[src/rtl/regfile_seq_pkg.sv]
// Shared encodings for the register-file operation sequencer.
// Opcodes, FSM states and default widths.
package regfile_seq_pkg;

    localparam int DW_DEF = 16;
    localparam int AW_DEF = 3;

    typedef enum logic [2:0] {
        OP_ADD  = 3'd0,
        OP_SUB  = 3'd1,
        OP_AND  = 3'd2,
        OP_OR   = 3'd3,
        OP_XOR  = 3'd4,
        OP_SHL  = 3'd5,
        OP_SHR  = 3'd6,
        OP_PASS = 3'd7
    } op_e;

    typedef enum logic [1:0] {
        ST_IDLE  = 2'd0,
        ST_READ  = 2'd1,
        ST_EXEC  = 2'd2,
        ST_WRITE = 2'd3
    } state_e;

endpackage

[src/rtl/seq_alu.sv]
// Combinational ALU for the sequencer: (op, a, b) -> result.
// The carry output exists only when SEQ_FLAGS_EN is defined.
module seq_alu
    import regfile_seq_pkg::*;
#(
    parameter int DW = DW_DEF
) (
    input  op_e           op,
    input  logic [DW-1:0] a,
    input  logic [DW-1:0] b,
    output logic [DW-1:0] y
`ifdef SEQ_FLAGS_EN
    ,
    output logic          carry
`endif
);

    always_comb begin
        y = '0;
        unique case (op)
            OP_ADD:  y = a + b;
            OP_SUB:  y = a - b;
            OP_AND:  y = a & b;
            OP_OR:   y = a | b;
            OP_XOR:  y = a ^ b;
            OP_SHL:  y = a << b[3:0];
            OP_SHR:  y = a >> b[3:0];
            OP_PASS: y = a;
            default: y = '0;
        endcase
    end

`ifdef SEQ_FLAGS_EN
    // A wrapped sum is smaller than either addend; a borrow occurs when a < b.
    always_comb begin
        carry = 1'b0;
        unique case (op)
            OP_ADD:  carry = (y < a);
            OP_SUB:  carry = (a < b);
            default: carry = 1'b0;
        endcase
    end
`endif

endmodule

[src/rtl/regfile_op_sequencer.sv]
// Drives an 8x16 register file: read operands, execute, write back.
// Optional flag outputs are enabled with SEQ_FLAGS_EN.
module regfile_op_sequencer
    import regfile_seq_pkg::*;
#(
    parameter int DW = DW_DEF,
    parameter int AW = AW_DEF
) (
    input  logic          clk,
    input  logic          rst_n,
    input  logic          cmd_valid,
    output logic          cmd_ready,
    input  logic [2:0]    cmd_op,
    input  logic [AW-1:0] cmd_rd,
    input  logic [AW-1:0] cmd_rs0,
    input  logic [AW-1:0] cmd_rs1,
    output logic [AW-1:0] R_port0,
    output logic [AW-1:0] R_port1,
    input  logic [DW-1:0] Read0,
    input  logic [DW-1:0] Read1,
    output logic          WE,
    output logic [AW-1:0] W_port,
    output logic [DW-1:0] Write,
    output logic          done
`ifdef SEQ_FLAGS_EN
    ,
    output logic          flag_z,
    output logic          flag_c,
    output logic          flag_n
`endif
);

    state_e        state;
    state_e        state_nx;
    op_e           op_q;
    logic [AW-1:0] rd_q;
    logic [DW-1:0] op_a;
    logic [DW-1:0] op_b;
    logic [DW-1:0] res_q;
    logic [AW-1:0] wp_q;
    logic [DW-1:0] alu_y;
    logic          accept;

    assign accept = cmd_valid & cmd_ready;

    always_ff @(posedge clk or negedge rst_n) begin
        if (!rst_n) begin
            state <= ST_IDLE;
        end else begin
            state <= state_nx;
        end
    end

    always_comb begin
        state_nx = state;
        unique case (state)
            ST_IDLE:  if (accept) state_nx = ST_READ;
            ST_READ:  state_nx = ST_EXEC;
            ST_EXEC:  state_nx = ST_WRITE;
            ST_WRITE: state_nx = ST_IDLE;
            default:  state_nx = ST_IDLE;
        endcase
    end

`ifdef SEQ_FLAGS_EN
    logic alu_c;

    seq_alu #(.DW(DW)) u_alu (
        .op    (op_q),
        .a     (op_a),
        .b     (op_b),
        .y     (alu_y),
        .carry (alu_c)
    );
`else
    seq_alu #(.DW(DW)) u_alu (
        .op (op_q),
        .a  (op_a),
        .b  (op_b),
        .y  (alu_y)
    );
`endif

    // Write strobe decodes straight from the state flop, so reset kills it at once.
    assign WE     = (state == ST_WRITE);
    assign done   = (state == ST_WRITE);
    assign W_port = wp_q;
    assign Write  = res_q;

    always_ff @(posedge clk or negedge rst_n) begin
        if (!rst_n) begin
            cmd_ready <= 1'b0;
            op_q      <= OP_ADD;
            rd_q      <= '0;
            R_port0   <= '0;
            R_port1   <= '0;
            op_a      <= '0;
            op_b      <= '0;
            res_q     <= '0;
            wp_q      <= '0;
        end else begin
            cmd_ready <= (state_nx == ST_IDLE);
            if (accept) begin
                op_q    <= op_e'(cmd_op);
                rd_q    <= cmd_rd;
                R_port0 <= cmd_rs0;
                R_port1 <= cmd_rs1;
            end
            if (state == ST_READ) begin
                op_a <= Read0;
                op_b <= Read1;
            end
            if (state == ST_EXEC) begin
                res_q <= alu_y;
                wp_q  <= rd_q;
            end
        end
    end

`ifdef SEQ_FLAGS_EN
    always_ff @(posedge clk or negedge rst_n) begin
        if (!rst_n) begin
            flag_z <= 1'b0;
            flag_c <= 1'b0;
            flag_n <= 1'b0;
        end else if (state == ST_EXEC) begin
            flag_z <= (alu_y == '0);
            flag_c <= alu_c;
            flag_n <= alu_y[DW-1];
        end
    end
`endif

endmodule
[config.mk]
export PLATFORM = sky130hd
export DESIGN_NAME = regfile_op_sequencer
export DESIGN_NICKNAME = d
export VERILOG_FILES = /design/src/rtl/regfile_seq_pkg.sv /design/src/rtl/seq_alu.sv /design/src/rtl/regfile_op_sequencer.sv
export SDC_FILE = /design/constraint.sdc
export NUM_CORES = 1
export LEC_CHECK = 0
export ABC_AREA = 1
export CORE_MARGIN = 8
export CORE_UTILIZATION = 40
export CTS_BUF_LIST = sky130_fd_sc_hd__clkbuf_8 sky130_fd_sc_hd__clkbuf_16
export DETAILED_ROUTE_END_ITERATION = 7
export GPL_TIMING_DRIVEN = 0
export MAX_ROUTING_LAYER = met4
export PLACE_DENSITY = 0.63
export SETUP_SLACK_MARGIN = 0.3
export SLEW_MARGIN = 40
export SYNTH_ARGS = -nofsm -noshare
export SYNTH_HDL_FRONTEND = slang
export SYNTH_SLANG_ARGS = --single-unit
[constraint.sdc]
create_clock -name clk -period 6.55 [get_ports clk]
set_input_delay 1.31 -clock clk [delete_from_list [all_inputs] [get_ports clk]]
set_output_delay 1.31 -clock clk [all_outputs]
set_load 0.03 [all_outputs]
==> impl_metrics.json <==
{
  "final_common_cell": "nand2_1",
  "drt-initial-drc-count": 591,
  "slew_headroom_pct": 56.8,
  "htree_levels": 3,
  "dp_hpwl_um": 16500,
  "drv_cap": 0,
  "die-area_mm2": 0.0190,
  "wl_um": 21000,
  "path_max_fanout": 11,
  "worstPathRequired_ns": 6.82,
  "drc": 0,
  "cp.arrival_ns": 3.83,
  "fin_worst_skew_ns": 0.00788,
  "synth_cells": 911,
  "grt_pass1_wl_um": 32900,
  "dr.pass1.iters": 8,
  "grt_util_all_layers_pct": 23.6,
  "fill_cells": 1551,
  "synth_compound_area_share_pct": 10.0,
  "yosysSeqAreaShare_pct": 27.8,
  "antennaDiodeCount": 0,
  "synth_fp_nets": 1012,
  "setup-tns-final_ns": 0,
  "final_cell_mix": "nand2_1 (312), nand3_1 (94), nor2_1 (87)",
  "synthXorXnorAreaFrac_pct": 2.95,
  "clock_sinks": 66,
  "avgSynthCellArea_um2": 6.51,
  "synth_seq_cells": 66,
  "synth_edf_count": 0,
  "synthesis.area_mm2": 0.00593,
  "cts_resized": 0,
  "area.growth.synth_to_final_pct": 21.2,
  "final_util_pct": 49.5,
  "synth_top_family_by_area": "simple AND/OR/NAND/NOR gates",
  "layout-drive-gt1-share_pct": 5.79,
  "overflow": 0,
  "status": "complete, no violations",
  "worstSetupPathType": "flip-flop to flip-flop",
  "cp-start-kind": "flip-flop",
  "ys.flop_type": "dfrtp_1",
  "grt_pass1_vias": 6130,
  "hold_viol": 0,
  "yosysUniqueCellTypes": 42,
  "ant_nets": 0,
  "nets": 1098,
  "final-max-slew-violation-count": 0,
  "muxShareOfSynthArea_pct": 1.71,
  "setup_viol": 0,
  "antenna_found_initial": 0,
  "reg2reg_from": "op_b[1]",
  "max_freq_mhz": 281,
  "die_h_um": 138,
  "synth-simple-area-share_pct": 37.5,
  "synthArstFlopShare_pct": 100,
  "min-delay-start": "rd_q[2]",
  "clk_latency_ns": 0.34,
  "cts_tree": "built",
  "cts_root_buf": "clkbuf_16",
  "grt_max_degree": 39,
  "clk_pin_slew_ns": 0.06,
  "io_buffers": 74,
  "die_width_um": 138,
  "initial_core_util_pct": 40.8,
  "yosys_warnings": 0,
  "startpoint": "op_b[1]",
  "rsz0062_at_grt": "no",
  "vias": 6345,
  "period_share_pct": 54.4,
  "post-cts-setup-buffer-count": 0,
  "place.gp.congestion": 1.08,
  "vias_per_cell": 5.35,
  "synthAdderAreaFrac_pct": 11.5,
  "clock_path_buffers": 2,
  "cts_made_buffers": 9,
  "num_rows": 44,
  "period_needed_ns": 3.56,
  "core_area_mm2": 0.0145,
  "cts-hold-fix-buffers": 0,
  "wl_per_cell_um": 17.7,
  "worstMarginPinSlew_ns": 0.645,
  "hold_class": "flip-flop to flip-flop",
  "critPathCaptureType": "flip-flop",
  "ios": 75
}
## registers in the layout, summed over array words and instances, names as in the netlist, 2 cells and up
signal   cells
R_port0      3
R_port1      3
W_port       3
Write       16
op_a        16
op_b        16
op_q         3
rd_q         3
state        2
## final timing paths
path | to | slack [ns] | cells past startpoint
max reg2reg | Write[13] | 2.99 | 19
min | W_port[2] | 0.47 | 2
min in group asynchronous | W_port[1] | 0.83 | 1
max | Write[13] | 2.99 | 19
min reg2reg | W_port[2] | 0.47 | 2
max in group asynchronous | op_b[10] | 5.20 | 2
## stage by stage
stage / hold WS (ns) / instance area (um2) / instances / setup WS [ns]
2_1_floorplan: 0.444 / 5930 / 911 / 3.74
3_3_place_gp: 0.455 / 6900 / 1169 / 1.76
3_5_place_dp: 0.459 / 6930 / 1170 / 3.10
4_1_cts: 0.471 / 7190 / 1186 / 3.05
5_1_grt: 0.482 / 7190 / 1186 / 2.55
6_report: 0.466 / 7190 / 1186 / 2.99
## cell families (layout without fill, tap and decap cells)
logic type | count (synthesis) | after routing
fa+ha+maj | 54 | 54
buf+inv | 123 | 214
simple gates | 529 | 529
compound gates | 110 | 110
xor+xnor | 20 | 20
mux | 9 | 9
flops | 66 | 66
## critical path, cell delays in order (launching register included)
cell     delay (ns)
dfrtp_1        0.44
inv_2          0.09
buf_2          0.23
buf_2          0.34
ha_1           0.20
inv_1          0.05
nor3_1         0.12
inv_1          0.09
nor2_1         0.20
nand3_1        0.11
o21ai_0        0.20
xor2_1         0.21
ha_1           0.34
a21oi_1        0.22
o21ai_0        0.12
nor2_1         0.15
nand2_1        0.06
nand2_1        0.07
nand3_1        0.07
a21oi_1        0.16
## synthesized netlist by cell type (2+ instances only)
cell type | instances | area, um2
nand2_1 | 312 | 1170
nand3_1 | 94 | 470
nor2_1 | 87 | 327
inv_1 | 82 | 308
dfrtp_1 | 66 | 1650
o21ai_0 | 55 | 275
ha_1 | 53 | 663
a21oi_1 | 34 | 170
xor2_1 | 18 | 158
clkbuf_1 | 16 | 60.1
nand4_1 | 13 | 81.3
buf_2 | 9 | 45.0
mux2_2 | 9 | 101
buf_4 | 6 | 45.0
o211ai_1 | 6 | 45.0
inv_2 | 5 | 18.8
nor3_1 | 5 | 25.0
a22oi_1 | 4 | 30.0
and2_1 | 3 | 18.8
nor2_2 | 3 | 18.8
o21ai_1 | 3 | 15.0
clkinv_1 | 2 | 7.51
nand3b_1 | 2 | 15.0
nor2_4 | 2 | 22.5
nor3_2 | 2 | 20.0
o31ai_1 | 2 | 15.0
or2_2 | 2 | 12.5
xnor2_1 | 2 | 17.5
## routing by layer
metal  up-vias  wire length (um)  GRT usage [%]
met5         -                 0              -
met4         0              1090           12.8
met2       249              9450           36.5
li1       3117                 -              -
met1      2906              9100           28.5
met3        73              1340           4.81
## cell type report
cell class	count	area, um2	area share, %
repair buffers	75	762	10.6
clock inverters	6	26.3	0.365
clock buffers	10	239	3.32
plain buffers	33	165	2.30
well taps	184	230	3.20
multi-input cells	722	3780	52.5
flip-flops and latches	66	1650	23.0
inverters	90	339	4.72
Power is not shown: default switching activity piles up to over one toggle a cycle in this logic, so the estimate is an artifact.
